<file path="src/rtl/tri_buffer_bank.sv">
// Three-bank frame buffer: captures RX bytes into one bank while
// replaying another bank's recorded frame to TX over valid/ready.
module tri_buffer_bank #(
  parameter int DATA_W = 8,
  parameter int ADDR_W = 6
) (
  input  logic              clk,
  input  logic              reset,
  input  logic [2:0]        sram_select,
  input  logic              wr_valid,
  input  logic [DATA_W-1:0] wr_data,
  output logic [DATA_W-1:0] tx_data,
  output logic              tx_valid,
  input  logic              tx_ready,
  output logic              frame_done,
  output logic              wr_overflow,
  output logic              sel_err,
  output logic [1:0]        wr_bank,
  output logic [1:0]        rd_bank
);

  localparam int DEPTH = 2**ADDR_W;

  typedef enum logic [2:0] {
    R_IDLE,
    R_FETCH,
    R_LOAD,
    R_SEND,
    R_DONE
  } rstate_t;

  rstate_t state, nstate;

  logic [2:0]        sel_q;
  logic [ADDR_W:0]   wr_cnt;
  logic [ADDR_W:0]   len [3];
  logic [ADDR_W:0]   len_snap;
  logic [ADDR_W:0]   rd_addr;
  logic [ADDR_W:0]   rd_nxt;
  logic [DATA_W-1:0] mem [3][DEPTH];
  logic [DATA_W-1:0] q;
  logic              restart;
  logic              legal;
  logic              sw;
  logic              wr_en;
  logic              hs;
  logic              last;

  always_comb begin
    wr_bank = 2'd0;
    rd_bank = 2'd1;
    unique case (sel_q)
      3'b000: begin wr_bank = 2'd0; rd_bank = 2'd1; end
      3'b001: begin wr_bank = 2'd0; rd_bank = 2'd2; end
      3'b010: begin wr_bank = 2'd1; rd_bank = 2'd0; end
      3'b011: begin wr_bank = 2'd1; rd_bank = 2'd2; end
      3'b100: begin wr_bank = 2'd2; rd_bank = 2'd0; end
      3'b101: begin wr_bank = 2'd2; rd_bank = 2'd1; end
      default: ;
    endcase
  end

  assign legal  = !(sram_select[2] && sram_select[1]);
  assign sw     = legal && (sram_select != sel_q);
  assign wr_en  = wr_valid && !wr_cnt[ADDR_W];
  assign hs     = (state == R_SEND) && tx_ready;
  assign rd_nxt = rd_addr + 1'b1;
  assign last   = (rd_nxt == len_snap);

  // Storage has no reset; only lengths gate what is replayed
  always_ff @(posedge clk) begin
    if (wr_en)
      mem[wr_bank][wr_cnt[ADDR_W-1:0]] <= wr_data;
    if (state == R_FETCH)
      q <= mem[rd_bank][rd_addr[ADDR_W-1:0]];
  end

  always_ff @(posedge clk or negedge reset) begin
    if (!reset) begin
      sel_q       <= 3'b000;
      sel_err     <= 1'b0;
      wr_cnt      <= '0;
      wr_overflow <= 1'b0;
      for (int i = 0; i < 3; i++)
        len[i] <= '0;
    end else begin
      if (!legal)
        sel_err <= 1'b1;
      if (sw) begin
        sel_q       <= sram_select;
        len[wr_bank] <= wr_cnt + {{ADDR_W{1'b0}}, wr_en};
        wr_cnt      <= '0;
        wr_overflow <= 1'b0;
      end else begin
        if (wr_en)
          wr_cnt <= wr_cnt + 1'b1;
        if (wr_valid && wr_cnt[ADDR_W])
          wr_overflow <= 1'b1;
      end
    end
  end

  always_ff @(posedge clk or negedge reset) begin
    if (!reset)
      state <= R_IDLE;
    else
      state <= nstate;
  end

  always_comb begin
    nstate = state;
    unique case (state)
      R_IDLE:
        if (restart)
          nstate = (len[rd_bank] == '0) ? R_DONE : R_FETCH;
      R_FETCH: nstate = R_LOAD;
      R_LOAD:  nstate = R_SEND;
      R_SEND:
        if (tx_ready)
          nstate = restart ? R_IDLE : (last ? R_DONE : R_FETCH);
      R_DONE:
        if (restart)
          nstate = R_IDLE;
      default: nstate = R_IDLE;
    endcase
  end

  // A switch arriving while idle re-arms the flag for the next pass
  always_ff @(posedge clk or negedge reset) begin
    if (!reset) begin
      restart    <= 1'b0;
      rd_addr    <= '0;
      len_snap   <= '0;
      tx_data    <= '0;
      tx_valid   <= 1'b0;
      frame_done <= 1'b0;
    end else begin
      frame_done <= 1'b0;
      if (sw)
        restart <= 1'b1;
      else if (state == R_IDLE)
        restart <= 1'b0;
      if (state == R_IDLE && restart) begin
        rd_addr  <= '0;
        len_snap <= len[rd_bank];
      end
      if (state == R_LOAD) begin
        tx_data  <= q;
        tx_valid <= 1'b1;
      end
      if (hs) begin
        tx_valid   <= 1'b0;
        rd_addr    <= rd_nxt;
        frame_done <= last;
      end
    end
  end

endmodule

</file>
<file path="config.mk">
export PLATFORM = sky130hd
export DESIGN_NAME = tri_buffer_bank
export DESIGN_NICKNAME = d
export VERILOG_FILES = /design/src/rtl/tri_buffer_bank.sv
export SDC_FILE = /design/constraint.sdc
export NUM_CORES = 2
export LEC_CHECK = 0
export CORE_UTILIZATION = 30
export DETAILED_ROUTE_END_ITERATION = 12
export GPL_ROUTABILITY_DRIVEN = 0
export GPL_TIMING_DRIVEN = 0
export PLACE_DENSITY = 0.47
export SYNTH_ARGS = -nofsm -noshare
export SYNTH_HDL_FRONTEND = slang
export SYNTH_SLANG_ARGS = --single-unit
</file>
<file path="constraint.sdc">
create_clock -name clk -period 2.95 [get_ports clk]
set_clock_uncertainty 0.2 [all_clocks]
set_input_delay 0.59 -clock clk [delete_from_list [all_inputs] [get_ports clk]]
set_output_delay 0.59 -clock clk [all_outputs]
set_load 0.02 [all_outputs]
</file>
# [Yosys cells after proc, flatten, opt, wreduce, memory -nomap -nowiden]
# Memory sizes are Yosys's and may differ from the RTL's.
# Cells that the tools add are included.
[op_classes] addsub=3 magnitude_cmp=6 eq_ne=14 mux=33 n_bitwise=4 reduce_logical=22
[op_table] operator="512-bit 2-to-1 mux" count=1
[op_table] operator="7-bit 2-to-1 mux" count=7
[op_table] operator="8-bit binary-select mux with 6-bit select" count=1
[op_table] operator="8-bit demux with 6-bit select" count=1
[op_table] operator="8-bit 2-to-1 mux" count=3
[op_table] operator="21-bit bitwise mux" count=1
[op_table] operator="3-bit 2-to-1 mux" count=6
[op_table] operator="3-bit one-hot mux with 5 select lines" count=1
[op_table] operator="7-bit by 1-bit adder with 7-bit output (second input constant)" count=2
[op_table] operator="7-bit binary-select mux with 2-bit select" count=1
[op_table] operator="7-bit demux with 2-bit select" count=1
[op_table] operator="7-bit >= comparator (second input constant)" count=2
[op_table] operator="6-bit NOT with 7-bit output" count=2
[op_table] operator="3-bit by 2-bit == test with 1-bit output (second input constant)" count=4
[op_table] operator="2-bit nonzero test" count=5
[op_table] operator="3-bit == test (second input constant)" count=3
[op_table] operator="1-bit logical AND" count=8
[op_table] operator="1-bit 2-to-1 mux" count=8
[op_table] operator="2-bit one-hot mux with 2 select lines" count=2
[op_table] operator="2-bit OR reduction" count=4
[op_table] operator="7-bit by 1-bit adder with 7-bit output" count=1
[op_table] operator="7-bit == test" count=1
[op_table] operator="7-bit zero test" count=1
[op_table] operator="7-bit by 1-bit < comparator with 1-bit output (second input constant)" count=1
[op_table] operator="9 further kinds" count=15
[word_totals] regBits=69 ram_bits=1536 input_bits=15 out_inout_bits=16 elab_cells=98 n_memories=1
[mem_list] name="mem" words=3 word_bits=512 rd=1 rd_ports_with_merged_regs=0 wr=1 line="40" rtl="logic [DATA_W-1:0] mem [3][DEPTH];"

# [Longest topological paths before layout]
[depth] word_depth=11 ltp_mapped=13 depth_no_buf=8

# [Worst setup path before layout]
# OpenSTA, ideal clock, no wires.
[synth_path] kind="register -> register" from="register sel_q[1]" to="register q[3] (data pin)" setup_ns=0.277 arrival_ns=2.388 t_required_ns=2.473 setup_slack_ns=0.086 stages_incl_launch_ff=12 path_buffers=3 period_less_slack_ns=2.864 path_cell_list="dfrtp_1 buf_6 nor3_4 nor2_8 inv_6 buf_12 buf_6 mux2_1 o2111a_1 o21a_1 a2111oi_1 a22oi_1"
[synth_via] elab_chain_len=7 word_cells_on_any_way=11 classes_between="eq/ne (4); mux (4); reduce/logical (2); memory (1)"
[synth_lines] element="from (decl)" line="34" rtl="logic [2:0] sel_q;"
[synth_lines] element="from (signal assigned)" line="90" rtl="sel_q <= sram_select;"
[synth_lines] element="3-bit == test (tied with other cells)" line="52" rtl="unique case (sel_q)"
[synth_lines] element="2-bit OR reduction (no line)"
[synth_lines] element="2-bit one-hot mux with 2 select lines (*)" line="52"
[synth_lines] element="memory read 3 x 512 bit (*)"
[synth_lines] element="8-bit binary-select mux with 6-bit select (*)" line="75" rtl="q <= mem[rd_bank][rd_addr[ADDR_W-1:0]];"
[synth_lines] element="8-bit 2-to-1 mux (not written as such) (*) (2 in series)" line="75"
[synth_lines] element="to (signal assigned)" line="75"
[synth_lines] element="to (decl)" line="41" rtl="logic [DATA_W-1:0] q;"
# Mark *: on every way between the ends. The rest lies on a longest branch, timed or not. The select of a mux whose other input is x is not followed.
# A chain may end at the register's enable or synchronous reset.

# [Worst setup path after layout]
[layout_path] from="register rd_addr[3]" to="register q[0] (data pin)"
[layout_via] elab_chain_len=4
[layout_lines] element="from (decl)" line="38" rtl="logic [ADDR_W:0] rd_addr;"
[layout_lines] element="from (signal assigned)" line="153" rtl="rd_addr <= rd_nxt;"
[layout_lines] element="6-bit NOT with 7-bit output (not written as such)" line="75"
[layout_lines] element="8-bit binary-select mux with 6-bit select" line="75"
[layout_lines] element="8-bit 2-to-1 mux (not written as such) (2 in series)" line="75"
# Every way passes these cells. The select of a mux whose other input is x is not followed.

==> summary.txt <==
Worst setup path
  • Buf/Inv on CP: 3
  • Critical-path top delay cell: dfrtp_1
  • CP max FO: 11
  • CP endpoint kind: flip-flop
  • CP required: between 3 and 4 ns
  • Critical path class: flip-flop to flip-flop
  • Cell chain of the critical path: clkbuf_2, buf_6, buf_4, nand2_1, a31oi_1, nand3_1, a311oi_2, a41oi_2, o221ai_4
  • CP Launch Type: flip-flop
  • Crit path largest cell delay: 0.54 ns
  • Crit path max-delay family: compound AO/OA/AOI/OAI gates
  • WP data arrival: approximately 4.5 ns

Route
  • DRT iter0 DRCs: 6,394
  • ANT nets after route: 0
  • DR vias: ~40,000
  • TritonRoute pass-1 iters: 6
  • # DRC: 0
  • Wirelength, routed: between 200,000 and 300,000 um
  • Routed len/inst: between 40 and 50 um
  • Via density: 5.810

GRT
  • First-pass GRT wire length: about 360,000 um
  • Global route overflow: 0
  • Total GRT Usage: around a quarter
  • Initial antenna violation count: 11
  • Vias in the first global route: 37,640
  • Largest net degree at the start of global routing: between 100 and 150

Timing
  • Final worst slack: -1.097 ns
  • Fin. Hold Viols: 0
  • Slew headroom: slightly below 10%
  • Peak Freq: around 250 MHz
  • Period utilization: 137.2%
  • Setup TNS: -9.001 ns
  • Least-Margin Pin Slew: ~1.3 ns
  • Fin Hold WS: between 0.04 and 0.05 ns
  • RSZ-0062 raised after global routing: true
  • Final slew viol count: 0
  • Min cycle time layout: approximately 4 ns
  • Final setup viols: 19

Placed design
  • Dpl cells: about 6,400
  • Buffers on Ports: 30
  • HPWL after DPL: roughly 180,000 um

Clock network
  • Max Root-Sink Buffers: 3
  • Reg clk slew, reported paths: approximately 0.060 ns
  • H-tree depth: 4
  • # clock sinks: roughly 1,600
  • Clock root buffer: clkbuf_16
  • Clk_lat worst skew: slightly above 0.8 ns
  • CTS Buf Count: roughly 170
  • CTS tree: built

Die
  • Std cell rows: 168
  • Die ar.: about 210,000 um2
  • Die X: approximately 460 um
  • Num ports: 31
  • Initial Util: between 30% and 40%
  • DIE HEIGHT: 463.1 um
  • Core Region: roughly 210,000 um2

Power
  • VDD IR-drop max: between 0.7 and 0.8 mV
  • PwrDens: slightly above 800 nW/um2
  • Design Power: 65.20 mW
  • Leak Pwr: 24.97 nW

Synthesis
  • Most frequent cells after synthesis: 1,544 x edfxtp_1, 282 x nor2_1, 281 x mux4_2, 267 x nand2_1, 112 x nand3_1
  • Netlist Area Pre-Place: around 64,000 um2
  • Synth Instances: ~3,500
  • Cell taking the most area after synthesis: edfxtp_1
  • Post-synth top flop: edfxtp_1
  • Sequential element share of the synthesized area: 75.07%
  • Share of the synthesized area in the top cell type: 72.68%
  • Syn_nets: between 3,000 and 4,000
  • Ys Warns: 0
  • Distinct cells, synth: between 80 and 90
  • Ys async rst share: between 3 and 4%
  • Largest cells by area after synthesis: edfxtp_1 73%, mux4_2 9.9%, dfrtp_1 2.4%
  • Syn avg cell area: roughly 18 um2
  • Most common cell in the netlist: edfxtp_1
  • #FFs+latches synth: between 1,500 and 2,000
  • Post-synth EDFFs: about 1,500

Finish
  • Fill cells: 19,250
  • Layout cells sized above 1: approximately a third
  • Post-Layout Cell Count: ~6,900
  • NumNets Final: 3,934
  • Area delta synth->final: 24.97%

Min path
  • Hold Path Class: primary input to async pin

Run
  • MaxCap Viol Count: 0

Status
  • Failing checks: negative setup slack
  • Outcome: finished with violations
## cells in the final DEF, fill, tap and decap left out, types with 25 or more instances in the layout
master,n
a211oi_1,27
a21oi_1,36
a31oi_1,30
and3_1,28
buf_12,98
buf_16,29
buf_4,107
buf_6,46
buf_8,30
clkbuf_1,54
clkbuf_16,176
clkbuf_4,25
clkinv_1,42
clkinv_2,36
dfrtp_1,59
edfxtp_1,1544
mux2_2,39
mux2i_1,92
mux4_2,281
nand2_1,233
nand2_2,32
nand3_1,108
nor2_1,82
nor2_4,179
o21ai_0,75
## state kept, by name (all words and copies together) (netlist names), 3 cells and up
register	cells
q	8
mem	1536
sel_q	3
rd_addr	7
len_snap	7
tx_data	8
len	21
wr_cnt	7
state	3
## routing by layer
metal / GRT usage [%] / vias up / share of wire [%]
met5: 0 / - / 0.038
met4: 14.50 / 8 / 6.9
met3: 9.183 / 811 / 12
met2: 36.68 / 2912 / 42
met1: 32.97 / 21120 / 38
li1: - / 15080 / -
## power by group
part | total (mW) | internal (mW) | switching (mW)
sequential | 25.5 | 25.3 | 0.194
clock | 21.0 | 11.5 | 9.55
combinational | 18.7 | 6.11 | 12.6
total | 65.2 | 42.9 | 22.3
## cells by family (layout without fill, tap and decap cells)
kind of cell               count (synthesis)  after routing  share of synthesized area [%]
AOI/OAI and AO/OA                        420            420                          4.680
xor gates and xnor gates                  21             21                         0.2883
adders and majority gates                  4              4                        0.07846
buffers and inverters                    241            771                          2.012
DFF                                     1605           1605                          75.07
muxes                                    420            420                          12.19
other                                      0             11                              0
and+or+nand+nor                          816            816                          5.678
## repair_timing
item	4_1_cts	5_1_grt
resized for setup	1029	111
buffers inserted	114	43
gates cloned	2	0
endpoints found under the hold margin	133	0
endpoints found under the setup margin	1539	527
hold buffers	6	0
pin swaps	77	53
## path summary, 6_finish.rpt
check / start / to / slack, ns / cells after the start
max: rd_addr[3]$_DFFE_PN0P_ / q[0]$_DFFE_PP_ / -1.10 / 9
min: reset / tx_valid$_DFFE_PN0P_ / 0.04 / 3
max reg2reg: rd_addr[3]$_DFFE_PN0P_ / q[0]$_DFFE_PP_ / -1.10 / 9
min reg2reg: sel_err$_DFFE_PN0P_ / sel_err$_DFFE_PN0P_ / 0.27 / 1
max in group asynchronous: reset / tx_data[1]$_DFFE_PN0P_ / 1.70 / 3
min in group clk: wr_data[2] / mem[1][378]$_DFFE_PP_ / 0.07 / 1
## per-stage QoR
stage | setup slack [ns] | instance area (um2) | util (%)
2_1_floorplan | 0.08577 | 63790 | -
3_3_place_gp | -5.393 | 67600 | 32.13
3_5_place_dp | -3.733 | 68240 | 32.43
4_1_cts | -0.8584 | 78720 | 37.41
5_1_grt | -0.9239 | 79700 | 37.88
6_report | -1.097 | 79720 | 37.89
## final cells by class
cell class	count	area [um2]	area share, %
flip-flops and latches	1605	47890	60.08
multi-input cells	1681	17210	21.59
clock buffers	215	4517	5.666
well taps	2805	3510	4.402
repair buffers	224	3043	3.817
plain buffers	217	2623	3.290
clock inverters	101	827.0	1.037
inverters	14	67.56	0.08475
diodes	11	27.53	0.03453
## worst register-to-register path: stages (launching register included)
cell and delay, ns:
dfrtp_1 0.54, clkbuf_2 0.46, buf_6 0.35, buf_4 0.43, nand2_1 0.17, a31oi_1 0.46
nand3_1 0.33, a311oi_2 0.53, a41oi_2 0.16, o221ai_4 0.20
Note: power is estimated with default switching activity, not from simulation.
